File: config.mk
export PLATFORM = sky130hd
export DESIGN_NAME = ps2_key_tracker
export DESIGN_NICKNAME = d
export VERILOG_FILES = /design/src/rtl/ps2_pkg.sv /design/src/rtl/ps2_rx_frame.sv /design/src/rtl/ps2_key_tracker.sv
export SDC_FILE = /design/constraint.sdc
export NUM_CORES = 1
export LEC_CHECK = 0
export BUFFER_PORTS_ARGS = -buffer_cell sky130_fd_sc_hd__buf_4
export CELL_PAD_IN_SITES_DETAIL_PLACEMENT = 1
export CELL_PAD_IN_SITES_GLOBAL_PLACEMENT = 1
export CORE_MARGIN = 2
export CORE_UTILIZATION = 45
export DETAILED_ROUTE_END_ITERATION = 8
export PLACE_DENSITY_LB_ADDON = 0.1
export SYNTH_ARGS = -nofsm -noshare
export SYNTH_HDL_FRONTEND = slang
export SYNTH_SLANG_ARGS = --single-unit
File: constraint.sdc
create_clock -name clk -period 3.5 [get_ports clk]
set_input_delay 0.35 -clock clk [delete_from_list [all_inputs] [get_ports clk]]
set_output_delay 0.35 -clock clk [all_outputs]
set_load 0.01 [all_outputs]
File: src/rtl/ps2_pkg.sv
// Shared PS/2 scan-code constants and prefix-decoder state encoding.
// Also used by the word-entry/scoring counter downstream.
package ps2_pkg;

  localparam logic [7:0] PS2_EXT    = 8'hE0;
  localparam logic [7:0] PS2_BRK    = 8'hF0;
  localparam logic [7:0] PS2_PAUSE  = 8'hE1;
  localparam logic [7:0] PS2_BAT    = 8'hAA;
  localparam logic [7:0] PS2_ACK    = 8'hFA;
  localparam logic [7:0] PS2_ECHO   = 8'hEE;
  localparam logic [7:0] PS2_RESEND = 8'hFE;
  localparam logic [7:0] PS2_ERR0   = 8'h00;
  localparam logic [7:0] PS2_ERR1   = 8'hFF;

  // Set-2 make codes for the keys the game cares about
  localparam logic [7:0] KEY_A = 8'h1C;
  localparam logic [7:0] KEY_B = 8'h32;
  localparam logic [7:0] KEY_C = 8'h21;
  localparam logic [7:0] KEY_D = 8'h23;
  localparam logic [7:0] KEY_E = 8'h24;
  localparam logic [7:0] KEY_F = 8'h2B;
  localparam logic [7:0] KEY_G = 8'h34;
  localparam logic [7:0] KEY_H = 8'h33;
  localparam logic [7:0] KEY_I = 8'h43;
  localparam logic [7:0] KEY_J = 8'h3B;
  localparam logic [7:0] KEY_K = 8'h42;
  localparam logic [7:0] KEY_L = 8'h4B;
  localparam logic [7:0] KEY_M = 8'h3A;
  localparam logic [7:0] KEY_N = 8'h31;
  localparam logic [7:0] KEY_O = 8'h44;
  localparam logic [7:0] KEY_P = 8'h4D;
  localparam logic [7:0] KEY_Q = 8'h15;
  localparam logic [7:0] KEY_R = 8'h2D;
  localparam logic [7:0] KEY_S = 8'h1B;
  localparam logic [7:0] KEY_T = 8'h2C;
  localparam logic [7:0] KEY_U = 8'h3C;
  localparam logic [7:0] KEY_V = 8'h2A;
  localparam logic [7:0] KEY_W = 8'h1D;
  localparam logic [7:0] KEY_X = 8'h22;
  localparam logic [7:0] KEY_Y = 8'h35;
  localparam logic [7:0] KEY_Z = 8'h1A;
  localparam logic [7:0] KEY_SPACE = 8'h29;
  localparam logic [7:0] KEY_BACK  = 8'h66;

  // Pause sends E1 followed by seven more bytes that carry no key event
  localparam int unsigned PAUSE_SKIP = 7;
  localparam int unsigned SKIP_W     = 3;

  localparam int unsigned ST_W = 3;
  localparam logic [ST_W-1:0] ST_IDLE    = 3'd0;
  localparam logic [ST_W-1:0] ST_EXT     = 3'd1;
  localparam logic [ST_W-1:0] ST_BRK     = 3'd2;
  localparam logic [ST_W-1:0] ST_EXT_BRK = 3'd3;
  localparam logic [ST_W-1:0] ST_SKIP    = 3'd4;

  // Frame layout {stop, parity, data[7:0], start}; parity is odd over data+parity
  function automatic logic frame_ok(input logic [10:0] f);
    return (f[0] == 1'b0) && ((^f[9:1]) == 1'b1) && (f[10] == 1'b1);
  endfunction

endpackage

File: src/rtl/ps2_rx_frame.sv
// PS/2 receiver: synchronise and filter the raw lines, deframe 11-bit frames,
// check start/parity/stop and discard stalled partial frames.
module ps2_rx_frame
  import ps2_pkg::*;
#(
  parameter int unsigned FILT_LEN = 8,
  parameter int unsigned TIMEOUT  = 200000
) (
  input  logic       clk,
  input  logic       rst_n,
  input  logic       ps2_clk,
  input  logic       ps2_data,
  output logic [7:0] rx_byte,
  output logic       rx_strobe,
  output logic       rx_err
);

  localparam int unsigned FC_W = (FILT_LEN > 1) ? $clog2(FILT_LEN) : 1;
  localparam int unsigned TO_W = $clog2(TIMEOUT + 1);
  localparam int unsigned BC_W = 4;

  logic            clk_meta_q, clk_sync_q, dat_meta_q, dat_sync_q;
  logic            filt_q, filt_d;
  logic [FC_W-1:0] fcnt_q, fcnt_d;
  logic [BC_W-1:0] bcnt_q, bcnt_d;
  logic [9:0]      shift_q, shift_d;
  logic [TO_W-1:0] to_q, to_d;
  logic [7:0]      byte_q, byte_d;
  logic            strobe_q, strobe_d;
  logic            err_q, err_d;
  logic            fall_c;
  logic [10:0]     frame_c;

  always_ff @(posedge clk or negedge rst_n) begin
    if (!rst_n) begin
      clk_meta_q <= 1'b1;
      clk_sync_q <= 1'b1;
      dat_meta_q <= 1'b1;
      dat_sync_q <= 1'b1;
    end else begin
      clk_meta_q <= ps2_clk;
      clk_sync_q <= clk_meta_q;
      dat_meta_q <= ps2_data;
      dat_sync_q <= dat_meta_q;
    end
  end

  // Glitch filter: level follows only after FILT_LEN consecutive differing samples
  always_comb begin
    filt_d = filt_q;
    fcnt_d = '0;
    if (clk_sync_q != filt_q) begin
      if (fcnt_q == FC_W'(FILT_LEN - 1)) begin
        filt_d = clk_sync_q;
      end else begin
        fcnt_d = fcnt_q + FC_W'(1);
      end
    end
  end

  assign fall_c  = filt_q & ~filt_d;
  assign frame_c = {dat_sync_q, shift_q};

  always_comb begin
    bcnt_d   = bcnt_q;
    shift_d  = shift_q;
    to_d     = to_q;
    byte_d   = byte_q;
    strobe_d = 1'b0;
    err_d    = 1'b0;
    if (fall_c) begin
      to_d    = '0;
      shift_d = {dat_sync_q, shift_q[9:1]};
      if (bcnt_q == BC_W'(10)) begin
        bcnt_d = '0;
        if (frame_ok(frame_c)) begin
          strobe_d = 1'b1;
          byte_d   = frame_c[8:1];
        end else begin
          err_d = 1'b1;
        end
      end else begin
        bcnt_d = bcnt_q + BC_W'(1);
      end
    end else if (bcnt_q == '0) begin
      to_d = '0;
    end else if (to_q == TO_W'(TIMEOUT - 1)) begin
      // Stalled partial frame: drop it so the next start bit realigns
      to_d   = '0;
      bcnt_d = '0;
      err_d  = 1'b1;
    end else begin
      to_d = to_q + TO_W'(1);
    end
  end

  always_ff @(posedge clk or negedge rst_n) begin
    if (!rst_n) begin
      filt_q   <= 1'b1;
      fcnt_q   <= '0;
      bcnt_q   <= '0;
      shift_q  <= '0;
      to_q     <= '0;
      byte_q   <= '0;
      strobe_q <= 1'b0;
      err_q    <= 1'b0;
    end else begin
      filt_q   <= filt_d;
      fcnt_q   <= fcnt_d;
      bcnt_q   <= bcnt_d;
      shift_q  <= shift_d;
      to_q     <= to_d;
      byte_q   <= byte_d;
      strobe_q <= strobe_d;
      err_q    <= err_d;
    end
  end

  assign rx_byte   = byte_q;
  assign rx_strobe = strobe_q;
  assign rx_err    = err_q;

endmodule

File: src/rtl/ps2_key_tracker.sv
// PS/2 keyboard front end: prefix decoding, held-key bitmap and one-cycle
// change events for the word-entry/scoring counter.
module ps2_key_tracker
  import ps2_pkg::*;
#(
  parameter int unsigned FILT_LEN  = 8,
  parameter int unsigned TIMEOUT   = 200000,
  parameter int unsigned KEY_W     = 128,
  parameter int unsigned EXT_EN    = 0,
  parameter int unsigned REPEAT_EN = 0
) (
  input  logic             clk,
  input  logic             rst_n,
  input  logic             ps2_clk,
  input  logic             ps2_data,
  output logic [KEY_W-1:0] key_down,
  output logic [8:0]       last_change,
  output logic             key_valid,
  output logic             frame_err
);

  localparam int unsigned IDX_W = (KEY_W > 1) ? $clog2(KEY_W) : 1;

  logic [7:0]        rx_byte;
  logic              rx_strobe;
  logic              rx_err;

  logic [ST_W-1:0]   state_q, state_d;
  logic [SKIP_W-1:0] skip_q, skip_d;
  logic [KEY_W-1:0]  key_down_q, key_down_d;
  logic [8:0]        last_change_q, last_change_d;
  logic              key_valid_q, key_valid_d;

  logic              ev_c, brk_c, ext_c, clr_c, in_range_c;
  logic [IDX_W-1:0]  idx_c;

  ps2_rx_frame #(
    .FILT_LEN (FILT_LEN),
    .TIMEOUT  (TIMEOUT)
  ) u_rx (
    .clk       (clk),
    .rst_n     (rst_n),
    .ps2_clk   (ps2_clk),
    .ps2_data  (ps2_data),
    .rx_byte   (rx_byte),
    .rx_strobe (rx_strobe),
    .rx_err    (rx_err)
  );

  assign in_range_c = (32'(rx_byte) < KEY_W);
  assign idx_c      = IDX_W'(rx_byte);

  always_ff @(posedge clk or negedge rst_n) begin
    if (!rst_n) begin
      state_q       <= ST_IDLE;
      skip_q        <= '0;
      key_down_q    <= '0;
      last_change_q <= '0;
      key_valid_q   <= 1'b0;
    end else begin
      state_q       <= state_d;
      skip_q        <= skip_d;
      key_down_q    <= key_down_d;
      last_change_q <= last_change_d;
      key_valid_q   <= key_valid_d;
    end
  end

  always_comb begin
    state_d       = state_q;
    skip_d        = skip_q;
    key_down_d    = key_down_q;
    last_change_d = last_change_q;
    key_valid_d   = 1'b0;
    ev_c          = 1'b0;
    brk_c         = 1'b0;
    ext_c         = 1'b0;
    clr_c         = 1'b0;

    // Prefix decode: classify the byte, bitmap/event update follows below
    if (rx_err) begin
      state_d = ST_IDLE;
    end else if (rx_strobe) begin
      case (state_q)
        ST_IDLE: begin
          case (rx_byte)
            PS2_EXT:   state_d = ST_EXT;
            PS2_BRK:   state_d = ST_BRK;
            PS2_PAUSE: begin
              state_d = ST_SKIP;
              skip_d  = SKIP_W'(PAUSE_SKIP);
            end
            PS2_BAT:   clr_c = 1'b1;
            PS2_ACK, PS2_ECHO, PS2_RESEND, PS2_ERR0, PS2_ERR1: ;
            default:   ev_c = 1'b1;
          endcase
        end
        ST_EXT: begin
          state_d = ST_IDLE;
          if (rx_byte == PS2_BRK) begin
            state_d = ST_EXT_BRK;
          end else if ((rx_byte != PS2_EXT) && (rx_byte != PS2_PAUSE)) begin
            ev_c  = 1'b1;
            ext_c = 1'b1;
          end
        end
        ST_BRK: begin
          state_d = ST_IDLE;
          ev_c    = 1'b1;
          brk_c   = 1'b1;
        end
        ST_EXT_BRK: begin
          state_d = ST_IDLE;
          ev_c    = 1'b1;
          brk_c   = 1'b1;
          ext_c   = 1'b1;
        end
        ST_SKIP: begin
          skip_d = skip_q - SKIP_W'(1);
          if (skip_q <= SKIP_W'(1)) begin
            state_d = ST_IDLE;
          end
        end
        default: state_d = ST_IDLE;
      endcase
    end

    if (clr_c) begin
      key_down_d = '0;
    end

    // Extended keys never touch the bitmap; only their reporting is optional
    if (ev_c) begin
      if (ext_c) begin
        if (EXT_EN != 0) begin
          last_change_d = {1'b1, rx_byte};
          key_valid_d   = 1'b1;
        end
      end else if (in_range_c) begin
        if (brk_c) begin
          key_down_d[idx_c] = 1'b0;
          last_change_d     = {1'b0, rx_byte};
          key_valid_d       = 1'b1;
        end else if (!key_down_q[idx_c] || (REPEAT_EN != 0)) begin
          key_down_d[idx_c] = 1'b1;
          last_change_d     = {1'b0, rx_byte};
          key_valid_d       = 1'b1;
        end
      end
    end
  end

  assign key_down    = key_down_q;
  assign last_change = last_change_q;
  assign key_valid   = key_valid_q;
  assign frame_err   = rx_err;

endmodule

==> key figures <==
Run status
  • Outcome: finished clean

STA
  • # setup viols final: 0
  • Setup_tns: 0 ns
  • Slew @ Worst Pin: 1.16 ns
  • Peak Freq: 0.300 GHz
  • Slew margin rel.: 0.224
  • Final Cycle Share: 0.951
  • Clock skew: 0.0145 ns
  • Final hold violations: 0
  • Final Max Slew Viols: 0
  • Tmin final: 3.33 ns
  • RSZ-0062 raised after global routing: false
  • Hold Worst Slack: 0.362 ns

Routing
  • DR vias/cell: 6.53
  • DRC viols: 0
  • Detailed Route WL: 39.2 mm
  • Routed len/inst: 26.4 um
  • Remaining antenna violation count: 0
  • DRT Pass-1 Iters: 5
  • DRT iter0 DRCs: 839
  • Via Count: 9,704

Clock tree
  • CTS Sinks: 193
  • Clk_lat worst skew: 0.44 ns
  • Post-CTS Setup Inserts: 0
  • TritonCTS buffer count: 17
  • CTS tree: built
  • Root Driver: clkbuf_16
  • Max clock buf depth: 2
  • Clock slew at reported path FFs: 0.08 ns
  • H-tree levels: 4

Synth
  • Compound-Gate Fraction of Synth Area: 0.204
  • Mux contribution to synthesized area: 0.0778
  • EDFF count, synth: 0
  • Synth cell types: 63
  • Mapped Nets: 1,073
  • Synth Instances: 1,061
  • Post-synth ARST share: 1.00
  • Synth Register Bits: 193
  • Avg Cell Area, Syn: 9.67 sq um
  • Post-Synth XOR/XNOR Area: 0.0213
  • YS warnings: 0
  • Simple-Gate Fraction of Synth Area: 0.164
  • Largest family of logic cells by synthesized area: compound AO/OA/AOI/OAI gates
  • Seq/Total Area, Yosys: 0.471
  • Netlist Area Pre-Place: 10,300 sq um
  • Post-Synth Adder-Cell Area: 0.00975
  • Top_reg_cell synth: dfrtp_1

Layout
  • Layout cell share with drive strength beyond 1: 0.236
  • # nets final: 1,200
  • N_diodes: 0
  • Area delta synth->final: 20.4%
  • Final cell count without fillers: 1,486

Die
  • Total core area: 22,500 sq um
  • IO Count: 143
  • Core Rows: 55
  • Die ar.: 24,000 sq um
  • Die height: 155 um
  • Starting Density: 0.456
  • Die Wd: 155 um

Power and ir drop
  • Peak VDD IR: 0.000316 V
  • Power per Cell Area: 353 nW/um^2
  • Leakage power: 5.18 nW

Placement
  • Post-placement cell count: 1,451
  • Post-DP HPWL: 25.8 mm
  • Final RePlAce weighted congestion: 0.897
  • IO Port Bufs: 141

Worst setup path
  • Worst Path Required: 3.80 ns
  • Arr. time, crit path: 3.63 ns
  • Startpoint types: register
  • CP max FO: 69
  • Setup CP Type: register to register
  • Critical path endpoint category: register

Global route
  • Maximum number of pins on one net before global-route repair: 96
  • First-pass GRT wire length: 60.1 mm
  • Total track usage: 0.329
  • Antenna violations before repair: 0
  • Vias in the first global route: 9,834
  • Gr ovfl total: 0

Job
  • Maxcap violations: 0

Worst hold path
  • Hold/Removal Path Class: register to register
==> cells in the mapped netlist (all sizes together), types with 3 or more instances <==
cell    number  area share
dfrtp      188        0.46
nand3      141       0.069
o21ai      141       0.072
o211ai     125       0.091
nand2       78       0.029
nor2        54       0.020
clkbuf      50       0.020
buf         40       0.027
mux2i       37       0.036
nor3        19      0.0098
xnor2       14       0.012
mux4        13       0.029
a22oi       12      0.0088
mux2        12       0.013
a21oi       11      0.0061
xor2        11      0.0094
inv         10      0.0037
nand2b      10      0.0061
and3         8      0.0049
ha           8      0.0098
nand4        8      0.0055
nor2b        7      0.0043
a31oi        6      0.0037
and2         6      0.0037
nor4         6      0.0037
dfstp        5       0.013
or3          5      0.0030
a22o         4      0.0034
o22ai        3      0.0018
==> registers in the layout (all words and copies together), names as in the netlist, 3 cells and up <==
register and cells:
key_down 128, u_rx.to_q 18, u_rx.shift_q 10, last_change 8, u_rx.rx_byte 8, u_rx.bcnt_q 4, skip_q 3, state_q 3
u_rx.fcnt_q 3
==> worst paths after layout <==
check	to	slack, ns	start	depth (start not counted)
max in group asynchronous	key_down[79]	2.16	rst_n	3
min	u_rx.dat_sync_q	0.36	u_rx.dat_meta_q	0
max	key_down[71]	0.17	u_rx.rx_byte[1]	9
min in group asynchronous	key_down[19]	0.52	rst_n	2
min reg2reg	u_rx.dat_sync_q	0.36	u_rx.dat_meta_q	0
max reg2reg	key_down[71]	0.17	u_rx.rx_byte[1]	9
==> routing by layer <==
metal | vias up | wire length, um | GRT usage | part of all wire
li1 | 4186 | - | - | -
met1 | 4980 | 16800 | 0.458 | 0.43
met2 | 454 | 18100 | 0.514 | 0.46
met3 | 84 | 3060 | 0.0638 | 0.078
met4 | 0 | 1260 | 0.119 | 0.032
met5 | - | 0 | 0 | 0
==> cell type report <==
class / count / area [sq um]
Fill cell: 2553 / 10200
Multi-Input combinational cell: 766 / 4930
Sequential cell: 193 / 4840
Timing Repair Buffer: 200 / 1600
Clock buffer: 19 / 443
Tap cell: 285 / 357
Clock inverter: 13 / 143
Inverter: 10 / 37.5
==> stage by stage <==
step / total power [mW] / instance area (sq um) / util / setup slack, ns
finish: 4.36 / 12400 / 0.549 / 0.170
global route: 4.50 / 12400 / 0.549 / 0.0343
CTS: 4.39 / 12300 / 0.549 / 0.124
detailed placement: 2.41 / 11700 / 0.521 / 0.136
global placement: 2.40 / 11700 / 0.521 / 0.190
floorplan: 2.34 / 10300 / - / 1.01
==> power by group <==
group,internal [mW],switching [mW],total (mW)
logic,0.0287,0.0640,0.0926
registers,2.25,0.0137,2.27
clock network,1.03,0.965,2.00
total,3.32,1.04,4.36
==> cell families (layout without fill, tap and decap cells) <==
| group | Yosys count | count (layout) |
|---|---|---|
| multiplexers | 62 | 62 |
| AO/OA/AOI/OAI | 321 | 321 |
| adder cells (fa/ha/maj) | 8 | 8 |
| other | 1 | 1 |
| flip-flops | 193 | 193 |
| buffers and inverters | 102 | 242 |
| AND/OR/NAND/NOR | 349 | 349 |
| XOR/XNOR | 25 | 25 |
==> worst max-delay path: stages, from the launching register on <==
cell and delay, ns:
dfrtp_4 0.85, buf_4 0.29, mux2i_1 0.08, a22oi_1 0.38
a31oi_1 0.14, a311o_1 0.41, nand4_2 0.14, or2_4 0.33
buf_12 0.30, o21ai_0 0.16
==> placed cells by master (no fill, tap or decap), drive strengths merged, types with 4 or more instances in the layout <==
master  instances
buf           196
dfrtp         188
nand3         141
o21ai         141
o211ai        125
nand2          78
nor2           54
mux2i          37
clkbuf         20
nor3           19
inv            18
xnor2          14
mux4           13
a22oi          12
mux2           12
xor2           11
a21oi          11
nand2b         10
and3            8
ha              8
nand4           8
nor2b           7
and2            6
a31oi           6
nor4            6
dfstp           5
or3             5
a22o            4
clkinv          4
==> timing repair <==
item	4_1_cts	5_1_grt
hold endpoints to repair	7	0
hold buffers	3	0
setup endpoints to repair	0	12
resized for setup	0	1
Note: power is estimated with default switching activity, not from simulation.
